===== config.mk =====
export PLATFORM = sky130hd
export DESIGN_NAME = base_crdt_slice
export DESIGN_NICKNAME = d
export VERILOG_FILES = /design/src/rtl/base_crdt_slice.sv
export SDC_FILE = /design/constraint.sdc
export NUM_CORES = 1
export LEC_CHECK = 0
export ABC_AREA = 1
export CAP_MARGIN = 20
export CORE_MARGIN = 2
export CORE_UTILIZATION = 48
export DETAILED_ROUTE_END_ITERATION = 12
export PLACE_DENSITY = 0.82
export REMOVE_ABC_BUFFERS = 1
export SYNTH_ARGS = -nofsm -noshare
export SYNTH_HDL_FRONTEND = slang
export SYNTH_SLANG_ARGS = --single-unit

===== constraint.sdc =====
create_clock -name clk -period 2.1 [get_ports clk]
set_clock_uncertainty 0.05 [all_clocks]
set_input_delay 0.42 -clock clk [delete_from_list [all_inputs] [get_ports clk]]
set_output_delay 0.42 -clock clk [all_outputs]
set_load 0.01 [all_outputs]

===== src/rtl/base_crdt_slice.sv =====
// Credit-throttled two-entry skid-buffer stage between an upstream and a downstream valid/ready stream.
// Optional macro BASE_CRDT_SLICE_STALL_CNT_EN adds a saturating credit-stall cycle counter on o_stall_cnt.
module base_crdt_slice #(
    parameter int width   = 8,
    parameter int credits = 4,
    parameter int cwidth  = 3
) (
    input  logic              clk,
    input  logic              reset,
    input  logic              i_v,
    output logic              i_r,
    input  logic [width-1:0]  i_d,
    output logic              o_v,
    input  logic              o_r,
    output logic [width-1:0]  o_d,
    input  logic              crd_ret,
    output logic [cwidth-1:0] crd_avail,
    output logic              crd_err
`ifdef BASE_CRDT_SLICE_STALL_CNT_EN
    ,
    output logic [31:0]       o_stall_cnt
`endif
);

    localparam logic [cwidth-1:0] CrdMax = cwidth'(credits);

    logic [width-1:0]  entry_q [2];
    logic              head_q, head_d;
    logic              tail_q, tail_d;
    logic [1:0]        count_q, count_d;
    logic [cwidth-1:0] crd_q, crd_d;
    logic              err_q, err_d;
    logic              push, pop;

    // Handshake outputs come straight from registers so ready never depends on downstream signals.
    assign i_r       = (count_q != 2'd2);
    assign o_v       = (count_q != 2'd0) && (crd_q != '0);
    assign o_d       = entry_q[head_q];
    assign crd_avail = crd_q;
    assign crd_err   = err_q;
    assign push      = i_v && i_r;
    assign pop       = o_v && o_r;

    always_comb begin
        head_d  = head_q ^ pop;
        tail_d  = tail_q ^ push;
        count_d = count_q;
        if (push && !pop) begin
            count_d = count_q + 2'd1;
        end else if (pop && !push) begin
            count_d = count_q - 2'd1;
        end
        crd_d = crd_q;
        err_d = err_q;
        // A return that would push the pool past its size is dropped and flagged.
        if (pop && !crd_ret) begin
            crd_d = crd_q - cwidth'(1);
        end else if (crd_ret && !pop) begin
            if (crd_q == CrdMax) begin
                err_d = 1'b1;
            end else begin
                crd_d = crd_q + cwidth'(1);
            end
        end
    end

    always_ff @(posedge clk or posedge reset) begin
        if (reset) begin
            head_q  <= 1'b0;
            tail_q  <= 1'b0;
            count_q <= 2'd0;
            crd_q   <= CrdMax;
            err_q   <= 1'b0;
        end else begin
            head_q  <= head_d;
            tail_q  <= tail_d;
            count_q <= count_d;
            crd_q   <= crd_d;
            err_q   <= err_d;
        end
    end

    always_ff @(posedge clk) begin
        if (push) begin
            entry_q[tail_q] <= i_d;
        end
    end

`ifdef BASE_CRDT_SLICE_STALL_CNT_EN
    logic [31:0] stall_q, stall_d;

    always_comb begin
        stall_d = stall_q;
        if ((count_q != 2'd0) && (crd_q == '0) && (stall_q != 32'hFFFF_FFFF)) begin
            stall_d = stall_q + 32'd1;
        end
    end

    always_ff @(posedge clk or posedge reset) begin
        if (reset) begin
            stall_q <= 32'd0;
        end else begin
            stall_q <= stall_d;
        end
    end

    assign o_stall_cnt = stall_q;
`endif

endmodule


After elaboration in Yosys (flattened, before gate mapping)
Memory sizes are Yosys's and may differ from the RTL's.
Index checks and enable logic that the tools add are counted.

word-level totals
  memories = 1
  input bits = 13
  word-level logic and storage cells = 39
  output and inout bits = 14
  memory bits (writable) = 16
  flip-flop bits (word level) = 8

cells by class
  equality and inequality tests = 3
  multiplexer cells = 7
  reduce and logical (&&, ||, !) cells = 16
  add/subtract/negate cells = 4
  bitwise gates (word level) = 3

memories
  memory   depth  bits a word  rd ports  clocked after memory_dff  wr ports  RTL line  text
  entry_q  2      8            1         0                         1         27        logic [width-1:0] entry_q [2];

operators by type and width
  cell                   count
  $mux W3                3
  $logic_and A1 B1 Y1    7
  $reduce_bool A2 Y1     3
  $mux W2                2
  $ne A2 B2 Y1 const B   2
  $add A3 B1 Y3 const B  1
  $eq A3 B3 Y1 const B   1
  $logic_not A1 Y1       3
  $reduce_and A3 Y1      1
  $reduce_bool A3 Y1     1
  $sub A3 B1 Y3 const B  1
  $add A2 B1 Y2 const B  1
  $mux W1                2
  $reduce_and A2 Y1      1
  $sub A2 B1 Y2 const B  1
  $xor A1 B1 Y1          2
  $not A1 Y1             1

Longest topological paths before layout
  depth in word-level cells = 7
  mapped depth = 11
  depth with buffers taken out = 11

Worst setup path after synthesis
OpenSTA, ideal clock, no wires.

  kind = register -> register
  from = register crd_q[2], in the netlist crd_avail[2]
  to = register crd_q[2], in the netlist crd_avail[2]
  path slack = 0.200 ns
  arrival = 1.789 ns
  period minus slack after synthesis = 1.900 ns
  cell stages (with the launch flop) = 12
  buffers on the path = 0
  data required time = 1.990 ns
  path through = dfstp_2 -> inv_2 -> nand2_2 -> nand3_2 -> inv_1 -> ha_1 -> inv_1 -> fa_1 -> nand3b_1 -> nand2_1 -> nand2_1 -> nand2_1

between the ends
  longest elaborated chain between the ends = 7

RTL lines
  item                                                   RTL line  text
  from (decl)                                            31        logic [cwidth-1:0] crd_q, crd_d;
  from (signal assigned)                                 72        crd_q <= CrdMax;
  from (signal assigned)                                 78        crd_q <= crd_d;
  branches (longest 7 deep; another with $add A3 B1 Y3)  -

Several ways; the timed one is not identified. The select of a mux whose other input is x is not followed.
A chain may end at the register's enable or synchronous reset.

Worst setup path in the final report
  from = register crd_q[2], in the netlist crd_avail[2]
  to = output crd_avail[2]

RTL lines
  item       RTL line  text
  to (decl)  17        output logic [cwidth-1:0] crd_avail,

No word-level cell between the ends.

==> impl_results.md <==
* Reg2Reg Depth at 11
* CTS Root Buffer Type: clkbuf_4
* Worst-path clk slew at 120 ps
* Maxcap violations at 0
* Vias in the first global route at 815
* Status: complete, no violations
* Synth-to-layout area growth at 37.36%
* Reg2reg end: crd_avail[2]
* Initial drt markers at 8
* Sequential share of power at 35.4%
* Standard-cell rows at 17
* Die width at 52.06 µm
* Total power draw at 2.184 mW
* Top cells by area, synth: edfxtp_1 43%, dfrtp_1 16%, nand2_1 14%
* Antenna cell count at 0
* Count of nets after finishing at 162
* Hold bufs inserted after CTS at 0
* Num ports at 27
* DRC viols at 0
* HPWL after detailed placement at 1448 µm
* Final period util at 96.23%
* Fmax at 494.9 MHz
* CP Data Arrival Time at 1550 ps
* Clock Latency Late Sink at 300 ps
* Synth cell types at 21
* Area leader, netlist: edfxtp_1
* Comb power frac at 49.9%
* Initial antenna violation count at 0
* Hold WC Path Type: input port to async pin
* Vias at 807
* Pwr dens at 1434 nW/µm²
* Register area share after synthesis at 61.51%
* Final Hold Viols at 0
* CTS Sinks at 24
* First-pass GRT wire length at 3450 µm
* WP data required at 1630 ps
* Share of cells above drive strength 1 at 16.20%
* Num CTS Buffers at 3
* Kind of critical path: register to output port
* Largest net degree at the start of global routing at 15
* Peak VDD IR at 0.0008004 V
* Antenna viol nets, final at 0
* Syn avg cell area at 10.66 µm²
* Die Y at 52.06 µm
* Top-area cell type share of the netlist area at 43.34%
* Cell count after synthesis at 104
* CP Launch Type: register
* Final Critical Period at 2021 ps
* DP Worst Slack at 10.89 ps
* Power Internal at 1.424 mW
* GR Overflow Total at 0
* I/O Buffers at 26
* Die ar. at 2710 µm²
* R2R Setup Slk at 250 ps
* Slew HR at 75.07%
* Slew @ Worst Pin at 373.9 ps
* RePlAce Congestion at 0.8277
* Gr usage total at 17.23%
* Final core utilization at 69.50%
* Sw Pwr at 760.2 µW
* Routed length per instance at 11.15 µm
* Max Buffers Root-to-Sink at 2
* Sw Ratio at 34.81%
* Drt via density at 4.747
* Starting density of the core at 50.60%
* Drt pass-1 iters at 4
* WL final at 1896 µm
* Crit path max fanout at 6
* Fillers at 169
* Mapped Area at 1109 µm²
* CTS tree: built
* Setup TNS at 0 ps
* Setup violators final at 0
* CP Capture Type: output port
* Core Area at 2191 µm²
* Placed Instances at 163
* RSZ-0062 raised after global routing: no
* Final worst slack at 79.21 ps
* P_leak at 0.7011 nW
* CTS H-tree depth at 1
* Syn. warnings at 0
* Clk pwr share at 14.7%
* Max Slew Vio Count at 0
* FF+latch count, synth at 24
* Worst R2R Start: crd_avail[2]
* Finished Layout Cells at 170
-- flip-flops by register name (all words and copies together) (netlist names) --
name and flops:
entry_q 16, count_q 2, crd_avail 3, head_q 1, tail_q 1, crd_err 1
-- power by group through the flow --
stage	clock [mW]	sequential, mW	combinational, mW
6_report	0.322	0.773	1.09
3_5_place_dp	0	0.812	1.02
5_1_grt	0.346	0.788	1.23
2_1_floorplan	0	0.803	0.555
3_3_place_gp	0	0.804	0.992
4_1_cts	0.330	0.767	1.11
-- worst max-delay path, stage by stage (launching register included) --
cell and delay, ps:
dfstp_2 570, buf_4 140, clkdlybuf4s50_1 530
-- final cells by class --
class | instances | area (µm²) | area share (%)
sequential | 24 | 683.2 | 44.86
multi-input combinational | 63 | 359.1 | 23.58
tap | 28 | 35.03 | 2.301
timing repair buffer | 35 | 330.3 | 21.69
clock buffer | 3 | 22.52 | 1.479
clock inverter | 1 | 30.03 | 1.972
inverter | 16 | 62.56 | 4.108
-- Yosys cell counts --
| cell | number |
|---|---|
| a21boi_0 | 1 |
| nand3_1 | 2 |
| nand4_1 | 1 |
| a31o_2 | 1 |
| o21ai_1 | 1 |
| fa_1 | 1 |
| ha_1 | 5 |
| buf_4 | 1 |
| nand2_4 | 1 |
| edfxtp_1 | 16 |
| nand2_1 | 42 |
| dfstp_2 | 1 |
| inv_1 | 14 |
| nand2_2 | 1 |
| xnor2_1 | 1 |
| inv_2 | 2 |
| nand3b_1 | 2 |
| xor2_1 | 1 |
| dfrtp_1 | 7 |
| nor2_4 | 1 |
| nand3_2 | 2 |
-- cells by family after synthesis --
| family | after synthesis | share of synthesized area, % |
|---|---|---|
| AO/OA/AOI/OAI | 3 | 1.919 |
| XOR/XNOR | 2 | 1.580 |
| AND/OR/NAND/NOR | 52 | 21.44 |
| buffers and inverters | 17 | 6.095 |
| adder cells (fa/ha/maj) | 6 | 7.449 |
| flip-flops | 24 | 61.51 |
-- worst max-delay path by stage --
stage	startpoint	endpoint	slack, ps	depth (start not counted)
global route	head_q	o_d[2]	20	4
CTS	crd_avail[2]	o_v	0.6	5
floorplan	crd_avail[2]	crd_avail[2]	200	11
detailed placement	o_r	crd_avail[2]	10	10
global placement	o_r	crd_avail[2]	60	10
finish	crd_avail[2]	crd_avail[2]	80	2
-- layout by cell type, fill, tap and decap left out --
cell              n
inv_4             1
a21boi_0          1
xnor2_1           1
dfstp_2           1
nand4_1           1
nand3_1           2
dlymetal6s2s_1    1
fa_1              1
inv_1            14
bufinv_16         1
clkbuf_4          3
nand2_4           1
xor2_1            1
nand3_2           2
edfxtp_1         16
a31o_2            1
nand3b_1          2
o21ai_1           1
dfrtp_1           6
dfrtp_2           1
ha_1              5
nand2_2           1
nand2_1          42
buf_4             9
clkdlybuf4s50_1  25
nor2_4            1
inv_2             1
-- through the flow --
stage	area, µm²	hold WS (ps)
floorplan	1101	184.9
global placement	1441	409.0
detailed placement	1441	412.8
CTS	1518	302.5
global route	1523	326.6
finish	1523	300.8
-- metal layers --
layer	global-route usage, %	up-vias	wire [µm]
met5	0	-	0
met3	3.736	2	101
met4	6.579	0	10
met1	20.73	374	804
li1	-	407	-
met2	29.96	24	980
-- what timing repair did --
item / 4_1_cts / 5_1_grt
gates resized for setup: 1 / 2
pin swaps: 0 / 0
setup buffers: 3 / 0
hold endpoints to repair: 0 / 0
setup endpoints to repair: 9 / 3
Power figures use the tool's default switching activity.
